--- config.mk ---
export PLATFORM = sky130hd
export DESIGN_NAME = cpu_csr_unit
export DESIGN_NICKNAME = d
export VERILOG_FILES = /design/src/rtl/cpu_csr_pkg.sv /design/src/rtl/cpu_csr_alu.sv /design/src/rtl/cpu_csr_unit.sv
export SDC_FILE = /design/constraint.sdc
export NUM_CORES = 1
export LEC_CHECK = 0
export ABC_CLOCK_PERIOD_IN_PS = 16000
export CAP_MARGIN = 20
export CORE_ASPECT_RATIO = 1.2
export CORE_MARGIN = 2
export CORE_UTILIZATION = 50
export DETAILED_ROUTE_END_ITERATION = 8
export HOLD_SLACK_MARGIN = 0.02
export PLACE_DENSITY_LB_ADDON = 0.2
export SYNTH_ARGS = -nofsm -noshare
export SYNTH_HDL_FRONTEND = slang
export SYNTH_SLANG_ARGS = --single-unit
--- constraint.sdc ---
create_clock -name clk -period 16 [get_ports clk]
set_clock_uncertainty 0.15 [all_clocks]
set_input_delay 1.6 -clock clk [delete_from_list [all_inputs] [get_ports clk]]
set_output_delay 1.6 -clock clk [all_outputs]
set_load 0.1 [all_outputs]
--- src/rtl/cpu_csr_pkg.sv ---
// Shared definitions for the Zicsr execution unit: funct3 codes, FSM
// state encoding, well-known CSR addresses and the read-only space test.
package cpu_csr_pkg;

   localparam logic [2:0] CSR_RW  = 3'b001;
   localparam logic [2:0] CSR_RS  = 3'b010;
   localparam logic [2:0] CSR_RC  = 3'b011;
   localparam logic [2:0] CSR_RWI = 3'b101;
   localparam logic [2:0] CSR_RSI = 3'b110;
   localparam logic [2:0] CSR_RCI = 3'b111;

   typedef enum logic [1:0] {
      ST_IDLE  = 2'd0,
      ST_READ  = 2'd1,
      ST_WRITE = 2'd2,
      ST_DONE  = 2'd3
   } csr_state_e;

   localparam logic [11:0] CSR_CYCLE    = 12'hC00;
   localparam logic [11:0] CSR_CYCLEH   = 12'hC80;
   localparam logic [11:0] CSR_TIME     = 12'hC01;
   localparam logic [11:0] CSR_TIMEH    = 12'hC81;
   localparam logic [11:0] CSR_INSTRET  = 12'hC02;
   localparam logic [11:0] CSR_INSTRETH = 12'hC82;
   localparam logic [11:0] CSR_SSTATUS  = 12'h100;
   localparam logic [11:0] CSR_SIE      = 12'h104;
   localparam logic [11:0] CSR_STVEC    = 12'h105;
   localparam logic [11:0] CSR_SSCRATCH = 12'h140;
   localparam logic [11:0] CSR_SEPC     = 12'h141;
   localparam logic [11:0] CSR_SCAUSE   = 12'h142;
   localparam logic [11:0] CSR_STVAL    = 12'h143;
   localparam logic [11:0] CSR_SIP      = 12'h144;

   // Address bits [11:10] == 2'b11 mark the read-only CSR space.
   function automatic logic csr_is_read_only(input logic [11:0] addr);
      return (addr[11:10] == 2'b11);
   endfunction

endpackage

--- src/rtl/cpu_csr_alu.sv ---
// Combinational new-value and write-enable computation for one Zicsr op.
module cpu_csr_alu
   import cpu_csr_pkg::*;
(
   input  logic [2:0]  funct3,
   input  logic [31:0] old_val,
   input  logic [31:0] rs1_val,
   input  logic [4:0]  rs1_field,
   output logic [31:0] new_val,
   output logic        we
);

   logic [31:0] src;

   always_comb begin
      src     = funct3[2] ? {27'b0, rs1_field} : rs1_val;
      new_val = src;
      we      = (rs1_field != 5'd0);
      case (funct3[1:0])
         CSR_RW[1:0]: begin
            new_val = src;
            we      = 1'b1;
         end
         CSR_RS[1:0]: new_val = old_val | src;
         CSR_RC[1:0]: new_val = old_val & ~src;
         default:     new_val = src;
      endcase
   end

endmodule

--- src/rtl/cpu_csr_unit.sv ---
// Zicsr read-modify-write sequencer: IDLE -> READ -> WRITE -> DONE, driving
// the CSR file bus as initiator. All outputs come straight from flops.
module cpu_csr_unit
   import cpu_csr_pkg::*;
(
   input  logic        clk,
   input  logic        rst,
   input  logic        start,
   input  logic [2:0]  funct3,
   input  logic [11:0] csr_addr,
   input  logic [4:0]  rs1_field,
   input  logic [31:0] rs1_val,
   output logic        busy,
   output logic        done,
   output logic        illegal,
   output logic [31:0] rd_val,
   output logic [11:0] bus_addr,
   output logic [31:0] bus_wdata,
   output logic        bus_wr,
   input  logic [31:0] bus_rdata
);

   csr_state_e  state_q, state_d;
   logic [2:0]  funct3_q, funct3_d;
   logic [11:0] addr_q, addr_d;
   logic [4:0]  field_q, field_d;
   logic [31:0] src_q, src_d;
   logic [31:0] old_q, old_d;
   logic [31:0] new_q, new_d;
   logic        wr_en_q, wr_en_d;
   logic        fault_q, fault_d;
   logic        busy_q, busy_d;
   logic        done_q, done_d;
   logic        illegal_q, illegal_d;
   logic [31:0] rd_val_q, rd_val_d;
   logic [11:0] bus_addr_q, bus_addr_d;
   logic [31:0] bus_wdata_q, bus_wdata_d;
   logic        bus_wr_q, bus_wr_d;

   logic [31:0] alu_new;
   logic        alu_we;

   // The ALU sees the live read data so old/new/we are captured together
   // at the end of READ.
   cpu_csr_alu u_alu (
      .funct3    (funct3_q),
      .old_val   (bus_rdata),
      .rs1_val   (src_q),
      .rs1_field (field_q),
      .new_val   (alu_new),
      .we        (alu_we)
   );

   always_comb begin
      state_d   = state_q;
      funct3_d  = funct3_q;
      addr_d    = addr_q;
      field_d   = field_q;
      src_d     = src_q;
      old_d     = old_q;
      new_d     = new_q;
      wr_en_d   = wr_en_q;
      fault_d   = fault_q;
      illegal_d = illegal_q;
      rd_val_d  = rd_val_q;

      case (state_q)
         ST_IDLE: begin
            if (start) begin
               funct3_d = funct3;
               addr_d   = csr_addr;
               field_d  = rs1_field;
               src_d    = rs1_val;
               state_d  = ST_READ;
            end
         end
         ST_READ: begin
            old_d   = bus_rdata;
            new_d   = alu_new;
            fault_d = (funct3_q[1:0] == 2'b00) ||
                      (alu_we && csr_is_read_only(addr_q));
            wr_en_d = alu_we && !fault_d;
            state_d = ST_WRITE;
         end
         ST_WRITE: begin
            illegal_d = fault_q;
            rd_val_d  = fault_q ? 32'd0 : old_q;
            state_d   = ST_DONE;
         end
         default: state_d = ST_IDLE;
      endcase

      // Outputs are precomputed from the next state so they land on flops.
      busy_d      = (state_d != ST_IDLE);
      done_d      = (state_d == ST_DONE);
      bus_addr_d  = (state_d == ST_READ || state_d == ST_WRITE) ? addr_d : 12'd0;
      bus_wr_d    = (state_d == ST_WRITE) && wr_en_d;
      bus_wdata_d = bus_wr_d ? new_d : 32'd0;
   end

   always_ff @(posedge clk or posedge rst) begin
      if (rst) begin
         state_q     <= ST_IDLE;
         funct3_q    <= 3'd0;
         addr_q      <= 12'd0;
         field_q     <= 5'd0;
         src_q       <= 32'd0;
         old_q       <= 32'd0;
         new_q       <= 32'd0;
         wr_en_q     <= 1'b0;
         fault_q     <= 1'b0;
         busy_q      <= 1'b0;
         done_q      <= 1'b0;
         illegal_q   <= 1'b0;
         rd_val_q    <= 32'd0;
         bus_addr_q  <= 12'd0;
         bus_wdata_q <= 32'd0;
         bus_wr_q    <= 1'b0;
      end else begin
         state_q     <= state_d;
         funct3_q    <= funct3_d;
         addr_q      <= addr_d;
         field_q     <= field_d;
         src_q       <= src_d;
         old_q       <= old_d;
         new_q       <= new_d;
         wr_en_q     <= wr_en_d;
         fault_q     <= fault_d;
         busy_q      <= busy_d;
         done_q      <= done_d;
         illegal_q   <= illegal_d;
         rd_val_q    <= rd_val_d;
         bus_addr_q  <= bus_addr_d;
         bus_wdata_q <= bus_wdata_d;
         bus_wr_q    <= bus_wr_d;
      end
   end

   assign busy      = busy_q;
   assign done      = done_q;
   assign illegal   = illegal_q;
   assign rd_val    = rd_val_q;
   assign bus_addr  = bus_addr_q;
   assign bus_wdata = bus_wdata_q;
   assign bus_wr    = bus_wr_q;

endmodule

# ---- Yosys cells after proc, flatten, opt, wreduce, memory -nomap -nowiden
# Cells that the tools add are included.
dict set report classes {
  n_eq_ne 9
  mux 12
  n_bitwise 3
  n_reduce_logical 11
}
# operator n
set ops {}
lappend ops {{$mux 32} 4}
lappend ops {{$pmux 32 s2} 1}
lappend ops {{$mux 12} 3}
lappend ops {{$and 32x32->32} 1}
lappend ops {{$not 32->32} 1}
lappend ops {{$or 32x32->32} 1}
lappend ops {{$eq 2x2->1 const B} 6}
lappend ops {{$eq 2x1->1 const B} 3}
lappend ops {{$pmux 2 s3} 1}
lappend ops {{$reduce_bool 5->1} 1}
lappend ops {{$logic_not 2->1} 2}
lappend ops {{$logic_and 1x1->1} 3}
lappend ops {{$logic_or 1x1->1} 2}
lappend ops {{$mux 1} 2}
lappend ops {{$mux 2} 1}
lappend ops {{$reduce_and 2->1} 1}
lappend ops {{$reduce_bool 2->1} 1}
lappend ops {{$logic_not 1->1} 1}
dict set report word_totals {
  ff_bits 200
  input_bits 87
  output_inout_bits 80
  word_cells 51
}

# ---- Logic depth before layout (Yosys ltp)
# Gate-level depths: netlist (run 1).
dict set report depth {
  depth_word 9
  mapped_depth 8
  depth_no_buf 7
}

# ---- Hierarchy
# A second synthesis (run 1) with hierarchy kept.
dict set report hier_totals {
  hier_cells 625
  hier_area_um2 8259.2
}
# module instances cells_per_inst area_each_um2 seq_area_each_um2
set by_module_without_submodules {}
lappend by_module_without_submodules {cpu_csr_unit 1 513 7488.4 5004.8}
lappend by_module_without_submodules {cpu_csr_alu 1 112 770.7 0.0}

# ---- Worst setup path after synthesis (run 1)
# No wires, ideal clock.
dict set report synth_path {
  kind {in2reg}
  start {input start}
  end {register field_q[0]}
  setup_time_ns 0.125
  arrival_ns 2.563
  required_ns 15.725
  path_slack_ns 13.162
  path_stages 4
  path_buffers 2
  cell_sequence {nand2_1 buf_2 buf_2 mux2_2}
}
dict set report synth_via {
  elab_chain_cells 1
}
# item line_no
set synth_rtl {}
lappend synth_rtl {{from (decl)} cpu_csr_unit.sv:8} ;# input logic start,
lappend synth_rtl {{$reduce_and 2->1 (no line)} -}
lappend synth_rtl {{to (signal assigned)} cpu_csr_unit.sv:123} ;# field_q <= field_d;
lappend synth_rtl {{to (decl)} cpu_csr_unit.sv:26} ;# logic [4:0] field_q, field_d;
# No other way between the ends.
# A chain may end at the register's enable or synchronous reset.

# ---- Final worst setup path (run 1)
dict set report layout_path {
  start {register rd_val_q[16] (netlist: rd_val[16])}
  end {output rd_val[16]}
}
# item line_no
set layout_lines {}
lappend layout_lines {{from (decl)} cpu_csr_unit.sv:35} ;# logic [31:0] rd_val_q, rd_val_d;
lappend layout_lines {{from (signal assigned)} cpu_csr_unit.sv:132} ;# rd_val_q <= rd_val_d;
lappend layout_lines {{to (decl)} cpu_csr_unit.sv:16} ;# output logic [31:0] rd_val,
# No word-level cell between the ends.

==> impl_metrics.yaml, run 1 <==
outcome:
  status: "completed"
floorplan:
  start_util: 0.506
  die_w_microns: 121
  pin_count: 167
  die_h_microns: 144
  row_count: 51
  core-area_sq_um: 16100
  die-area_sq_um: 17400
placed_design:
  gp_congestion: 0.789
  pre_cts_ws_ns: 11.98
  port_buffers: 166
  dp_hpwl_microns: 11400
timing:
  timing.fmax_ghz: 0.269
  holdWs_ns: 0.343
  fin_crit_ns: 3.72
  tightest_slew_ns: 1.04
  slew_headroom: 0.301
  period_share: 0.232
  hold_violations: 0
  setup_tns_ns: 0
  worst_slack_ns: 12.28
  grt_setup_unrepaired: "no"
  setup_violations: 0
  finalMaxSlewViolations: 0
clock_network:
  cts_hold_buf: 0
  cts_tree: "built"
  cts_made_buffers: 17
  cts_sinks: 200
  cts_root_buf: "clkbuf_16"
  clock_path_buffers: 2
  insertion_delay_ns: 0.42
  post_cts_resize_count: 0
  htree_levels: 4
  path_clk_slew_ns: 0.07
  cts_setup_buffers: 0
setup_path:
  worst_ep_required_time_ns: 14.25
  r2r_cells: 6
  crit_arrival_ns: 1.97
  start_kind: "flip-flop"
  cp_max_fo: 2
  critical-path-max-stage-delay_ns: 1.16
  crit_chain: "clkdlybuf4s50_1"
  worstSetupEndpointType: "output pin"
  cp.depth: 1
  cpMaxStageDelayCell: "clkdlybuf4s50_1"
  path_delay_family: "buffers and inverters"
  critical_path_buf_inv_count: 1
  critical_path_class: "flip-flop to output pin"
detailed_routing:
  drc: 0
  vias: 5224
  drt.antenna.violating_nets: 0
  dr.pass1.iters: 4
  drt-total-wl_microns: 17300
  via_per_inst: 5.12
  first_iter_violations: 251
  wire_per_inst_microns: 16.9
synth:
  synth_cells: 646
  syn_area_per_cell_sq_um: 12.6
  syn_area_sq_um: 8170
  syn-num-nets: 739
  yosysUniqueCellTypes: 27
  yosysWarnings: 0
  ys_ff_latch: 200
  synth_fa_ha_area_frac: 0.00919
  synth_top_family_by_area: "multiplexers"
  synth-xor-area-share: 0
  synth.area.mux_share: 0.169
  synth_compound_gate_area_share: 0.0519
  synth_simple_gate_area_frac: 0.113
  ys_seq_area_frac: 0.613
hold_path:
  min_path_type: "flip-flop to flip-flop"
  whs_path_depth: 1
finish:
  nNetsFinal: 891
  drive_gt1_frac: 0.197
  layout_common_cells: "dfrtp_1, clkdlybuf4s50_1, mux2_2"
  area_delta_synth_final_pct: 29.8
  diodes: 0
  layout_commonest_cell: "dfrtp_1"
  utilization: 0.657
global_routing:
  antenna_found_initial: 0
  grt_max_degree: 112
  grt_pass1_wl_microns: 27800
  gr-usage-all-layers: 0.208
  overflow: 0
  first_global_vias: 5580
run:
  drv_cap: 0
==> stage by stage <==
stage	std cells	cell area, sq um
global placement	988	9940
floorplan	646	8170
CTS	1018	10500
detailed placement	988	9940
finish	1021	10600
global route	1021	10600
==> synthesized netlist by cell type <==
| cell type | number | area share |
|---|---|---|
| dfrtp_1 | 200 | 0.61 |
| mux2_2 | 113 | 0.16 |
| inv_1 | 40 | 0.018 |
| o21ai_0 | 34 | 0.021 |
| nand3b_1 | 33 | 0.030 |
| nor2b_1 | 30 | 0.023 |
| nand2_1 | 29 | 0.013 |
| nor2_1 | 28 | 0.013 |
| nand2b_1 | 27 | 0.021 |
| a21oi_1 | 24 | 0.015 |
| clkbuf_1 | 16 | 0.0074 |
| buf_2 | 15 | 0.0092 |
| and2_1 | 13 | 0.010 |
| mux2i_1 | 11 | 0.013 |
| ha_1 | 6 | 0.0092 |
| buf_6 | 5 | 0.0069 |
| a211oi_1 | 4 | 0.0037 |
| a32oi_1 | 4 | 0.0043 |
| buf_1 | 4 | 0.0018 |
| a21oi_2 | 3 | 0.0032 |
| and2_4 | 1 | 0.0011 |
| nor3_2 | 1 | 0.0012 |
| o211ai_1 | 1 | 0.00092 |
| o22a_1 | 1 | 0.0011 |
| o31a_4 | 1 | 0.0021 |
| o32ai_1 | 1 | 0.0011 |
| or4_1 | 1 | 0.00092 |
==> routing by layer <==
metal | global-route usage | wire (microns) | part of all wire | up-vias
li1 | - | - | - | 2449
met3 | 0.0607 | 1030 | 0.060 | 27
met4 | 0.0820 | 400 | 0.023 | 0
met2 | 0.358 | 8760 | 0.51 | 146
met5 | 0 | 0 | 0 | -
met1 | 0.245 | 7100 | 0.41 | 2602
==> sequential cells by signal (all words and copies together), names as in the netlist <==
register	count
new_q	32
fault_q	1
rd_val	32
addr_q	12
funct3_q	3
state_q	2
src_q	32
field_q	5
illegal	1
bus_wdata	32
old_q	32
bus_addr	12
done	1
bus_wr	1
busy	1
wr_en_q	1
==> worst paths after layout <==
kind / start / to / slack (ns)
setup / recovery: rd_val[16]$_DFFE_PP0N_ / rd_val[16] / 12.28
hold / removal: addr_q[6]$_DFF_PP0_ / addr_q[6]$_DFF_PP0_ / 0.34
setup reg to reg: state_q[1]$_DFF_PP0_ / bus_wdata[7]$_DFF_PP0_ / 13.00
hold reg to reg: addr_q[6]$_DFF_PP0_ / addr_q[6]$_DFF_PP0_ / 0.34
max in group asynchronous: rst / rd_val[28]$_DFFE_PP0N_ / 12.80
min in group asynchronous: rst / bus_wdata[1]$_DFF_PP0_ / 1.53
==> kinds of logic (layout without fill, tap and decap cells) <==
kind of cell / count (synthesis) / count (layout)
adders and majority gates: 6 / 6
and+or+nand+nor: 163 / 163
DFF: 200 / 200
muxes: 124 / 124
AOI/OAI and AO/OA: 73 / 73
buffers and inverters: 80 / 243
==> layout make-up <==
type / count / area, sq um
inverters: 40 / 158
repair buffers: 173 / 1750
clock buffers: 22 / 484
multi-input cells: 366 / 2830
flip-flops and latches: 200 / 5000
well taps: 212 / 265
clock inverters: 8 / 120
fillers: 1229 / 5540
Power of run 1 is left out: the tool's default activity adds up to more than one toggle a clock period on the data nets, which glitch-free logic cannot reach.
==> run 2: changes to the inputs <==
- ABC_CLOCK_PERIOD_IN_PS: 16000 -> 3000
- CORE_UTILIZATION: 50 -> 46
- clock period: 16 -> 3 ns (I/O delays scaled with it)
==> impl_metrics.yaml, run 2 (synthesized netlist as in run 1, its figures left out) <==
global_routing:
  grt_pass1_wl_microns: 28600
  antenna_found_initial: 0
  first_global_vias: 5589
  gr-usage-all-layers: 0.194
  overflow: 0
  grt_max_degree: 74
clock_network:
  post_cts_resize_count: 0
  clock_path_buffers: 2
  cts_setup_buffers: 0
  cts_made_buffers: 17
  cts_tree: "built"
  cts_root_buf: "clkbuf_16"
  cts_sinks: 200
  htree_levels: 4
  cts_hold_buf: 0
  path_clk_slew_ns: 0.07
  insertion_delay_ns: 0.42
timing:
  tightest_slew_ns: 0.938
  timing.fmax_ghz: 0.439
  finalMaxSlewViolations: 0
  hold_violations: 0
  slew_headroom: 0.375
  setup_violations: 0
  setup_tns_ns: 0
  grt_setup_unrepaired: "no"
  holdWs_ns: 0.0917
  period_share: 0.760
  fin_crit_ns: 2.28
setup_path:
  worst_ep_required_time_ns: 3.16
  critical_path_class: "flip-flop to flip-flop"
  cp_max_fo: 27
  crit_chain: "inv_1 > ha_1 > nand2_2 > buf_12 > mux2_2"
  start_kind: "flip-flop"
  worstSetupEndpointType: "flip-flop"
  cpMaxStageDelayCell: "nand2_2"
  r2r-start: "state_q[0]$_DFF_PP0_"
  critical-path-max-stage-delay_ns: 0.54
  r2r_setup_slack_ns: 0.72
  crit_arrival_ns: 2.44
  r2r_cells: 5
  r2r-end: "src_q[0]$_DFFE_PP0P_"
finish:
  layout_commonest_cell: "dfrtp_1"
  final_area_sq_um: 10400
  nNetsFinal: 894
  diodes: 0
  layout_common_cells: "dfrtp_1, mux2_2, buf_4"
  drive_gt1_frac: 0.300
  layoutNonFillerInstCount: 1034
  area_delta_synth_final_pct: 27.9
floorplan:
  start_util: 0.468
  row_count: 53
  pin_count: 167
  core-area_sq_um: 17400
  die-area_sq_um: 18800
  die_w_microns: 126
  die_h_microns: 150
detailed_routing:
  drc: 0
  drt.antenna.violating_nets: 0
  route.met3.wl_microns: 1060
  wl_met1_microns: 7490
  topRoutingLayerUsed: "met4"
  via_per_inst: 5.06
  drt-total-wl_microns: 17600
  first_iter_violations: 242
  wire_per_inst_microns: 17.0
  dr.pass1.iters: 4
  met2_length_microns: 8670
  vias: 5230
run:
  drv_cap: 0
placed_design:
  dp_hpwl_microns: 12100
  placed_area_sq_um: 9830
  gp_congestion: 0.813
  port_buffers: 166
  numPlacedInstances: 1002
outcome:
  status: "completed"
hold_path:
  min_path_type: "input port to async pin"
## run 2: cell count changes in the layout (fill, tap and decap cells not counted), sizes merged
cell,previous run,this run
clkinvlp,2,3
inv,40,46
buf,7,90
clkdlybuf4s50,166,86
clkbuf,22,18
clkinv,3,2
## run 2: area by class of cell
type	count	area, sq um
Sequential cell	200	5000
Fill cell	1394	6990
Timing Repair Buffer	176	1570
Clock buffer	18	429
Multi-Input combinational cell	366	2830
Tap cell	220	275
Inverter	40	154
Clock inverter	14	186
## run 2: metal layers
metal	GRT usage	up-vias
li1	-	2459
met1	0.247	2604
met2	0.316	143
met3	0.0536	24
met4	0.0767	0
met5	0	-
## run 2: how the worst max path moves through the flow
stage                               startpoint                     end  slack [ns]
final                     state_q[0]$_DFF_PP0_    src_q[0]$_DFFE_PP0P_        0.72
after global routing      state_q[0]$_DFF_PP0_  field_q[1]$_DFFE_PP0P_        0.62
after CTS                 state_q[0]$_DFF_PP0_   src_q[30]$_DFFE_PP0P_        0.71
after detailed placement  state_q[0]$_DFF_PP0_   src_q[30]$_DFFE_PP0P_        0.73
after global placement                   start   src_q[22]$_DFFE_PP0P_        0.81
after floorplan                            rst     addr_q[0]$_DFF_PP0_       -0.04
## run 2: worst max-delay path, delay by kind of cell (launching register included)
| kind | cells | cell delay (ns) |
|---|---|---|
| simple gates | 1 | 0.54 |
| buf+inv | 2 | 0.40 |
| flops | 1 | 0.44 |
| fa+ha+maj | 1 | 0.24 |
| mux | 1 | 0.36 |
## run 2: stage by stage
step           setup WS [ns]   util
4_1_cts                0.713  0.599
3_3_place_gp           0.810  0.564
3_5_place_dp           0.732  0.564
2_1_floorplan        -0.0383      -
5_1_grt                0.617  0.599
6_report               0.721  0.599
Power of run 2 is left out for the same reason.
==> run 3: changes to the inputs <==
- ABC_CLOCK_PERIOD_IN_PS: 3000 -> 2200
- CORE_UTILIZATION: 46 -> 50
- clock period: 3 -> 2.2 ns (I/O delays scaled with it)
==> impl_metrics.yaml, run 3 (synthesized netlist as in run 1, its figures left out) <==
placed_design:
  gp_congestion: 0.791
  dp_hpwl_microns: 12500
  port_buffers: 166
timing:
  slew_headroom: 0.610
  timing.fmax_ghz: 0.491
  finalMaxSlewViolations: 0
  hold_violations: 0
  tightest_slew_ns: 0.585
  grt_setup_unrepaired: "no"
  period_share: 0.926
  setup_tns_ns: 0
  setup_violations: 0
  fin_crit_ns: 2.04
detailed_routing:
  first_iter_violations: 285
  drt.antenna.violating_nets: 0
  drc: 0
  wire_per_inst_microns: 16.9
  vias: 5226
  dr.pass1.iters: 4
  via_per_inst: 5.03
  drt-total-wl_microns: 17500
floorplan:
  start_util: 0.506
  die_h_microns: 144
  row_count: 51
  die-area_sq_um: 17400
  core-area_sq_um: 16100
  pin_count: 167
  die_w_microns: 121
finish:
  layout_commonest_cell: "dfrtp_1"
  diodes: 0
  fillers: 1222
  nNetsFinal: 906
  drive_gt1_frac: 0.310
  layout_common_cells: "dfrtp_1, mux2_2, buf_4"
  seqCellArea_sq_um: 5000
  area_delta_synth_final_pct: 29.4
  multi_input_area_sq_um: 2830
global_routing:
  grt_pass1_wl_microns: 28400
  overflow: 0
  gr-usage-all-layers: 0.214
  first_global_vias: 5504
  grt_max_degree: 89
  antenna_found_initial: 0
clock_network:
  clock_path_buffers: 2
  cts_root_buf: "clkbuf_16"
  cts_sinks: 200
  insertion_delay_ns: 0.43
  cts_tree: "built"
  htree_levels: 4
  cts_made_buffers: 17
  path_clk_slew_ns: 0.07
setup_path:
  cp_max_fo: 33
  crit_arrival_ns: 2.19
  critical_path_class: "flip-flop to flip-flop"
  start_kind: "flip-flop"
  r2r_cells: 4
  worst_ep_required_time_ns: 2.35
  worstSetupEndpointType: "flip-flop"
hold_path:
  whs_path_depth: 2
  min_path_type: "input port to flip-flop"
outcome:
  status: "completed"
run:
  drv_cap: 0
## run 3: changes by cell type in the layout (fill, tap and decap cells not counted)
cell,delta
buf_4,+6
clkbuf_1,-1
clkinv_2,+2
dlygate4sd3_1,+1
bufinv_16,-1
inv_6,-1
buf_12,+5
clkinv_4,+1
## run 3: routing by layer
layer / track usage / up-vias / part of all wire
li1: - / 2492 / -
met4: 0.0722 / 0 / 0.019
met3: 0.0710 / 24 / 0.073
met2: 0.353 / 153 / 0.50
met1: 0.266 / 2557 / 0.40
met5: 0 / - / 0
## run 3: timing repair
item / CTS / global route
resized for setup: 0 / 0
setup buffers: 0 / 0
endpoints found under the hold margin: 3 / 0
hold buffers: 1 / 0
## run 3: final cells by class
class / count / area share
flip-flops and latches: 200 / 0.473
multi-input cells: 366 / 0.267
repair buffers: 188 / 0.164
clock buffers: 17 / 0.0402
well taps: 212 / 0.0251
clock inverters: 15 / 0.0157
inverters: 40 / 0.0146
## run 3: critical path, stage by stage (launching register included)
cell	delay [ns]
dfrtp_1	0.39
or4_1	0.54
nor3_2	0.23
o31a_4	0.49
nor2b_1	0.11
## run 3: worst paths after layout
check,from,endpoint,slack (ns)
setup / recovery,field_q[0]$_DFFE_PP0P_,bus_wdata[30]$_DFF_PP0_,0.16
min in group asynchronous,rst,bus_wdata[27]$_DFF_PP0_,0.47
hold reg to reg,addr_q[9]$_DFF_PP0_,addr_q[9]$_DFF_PP0_,0.35
max in group asynchronous,rst,src_q[14]$_DFFE_PP0P_,0.76
setup reg to reg,field_q[0]$_DFFE_PP0P_,bus_wdata[30]$_DFF_PP0_,0.16
hold / removal,funct3[0],funct3_q[0]$_DFFE_PP0P_,0.25
## run 3: per-stage QoR
step           instances   util  setup slack, ns  instance area [sq um]  hold slack [ns]
6_report            1038  0.655            0.162                  10600            0.250
5_1_grt             1038  0.655           0.0370                  10600            0.233
4_1_cts             1038  0.655            0.159                  10600            0.237
3_5_place_dp        1005  0.617            0.176                   9970            0.333
3_3_place_gp        1005  0.617            0.233                   9970            0.325
2_1_floorplan        646      -           -0.758                   8170            0.221
Power of run 3 is left out for the same reason.
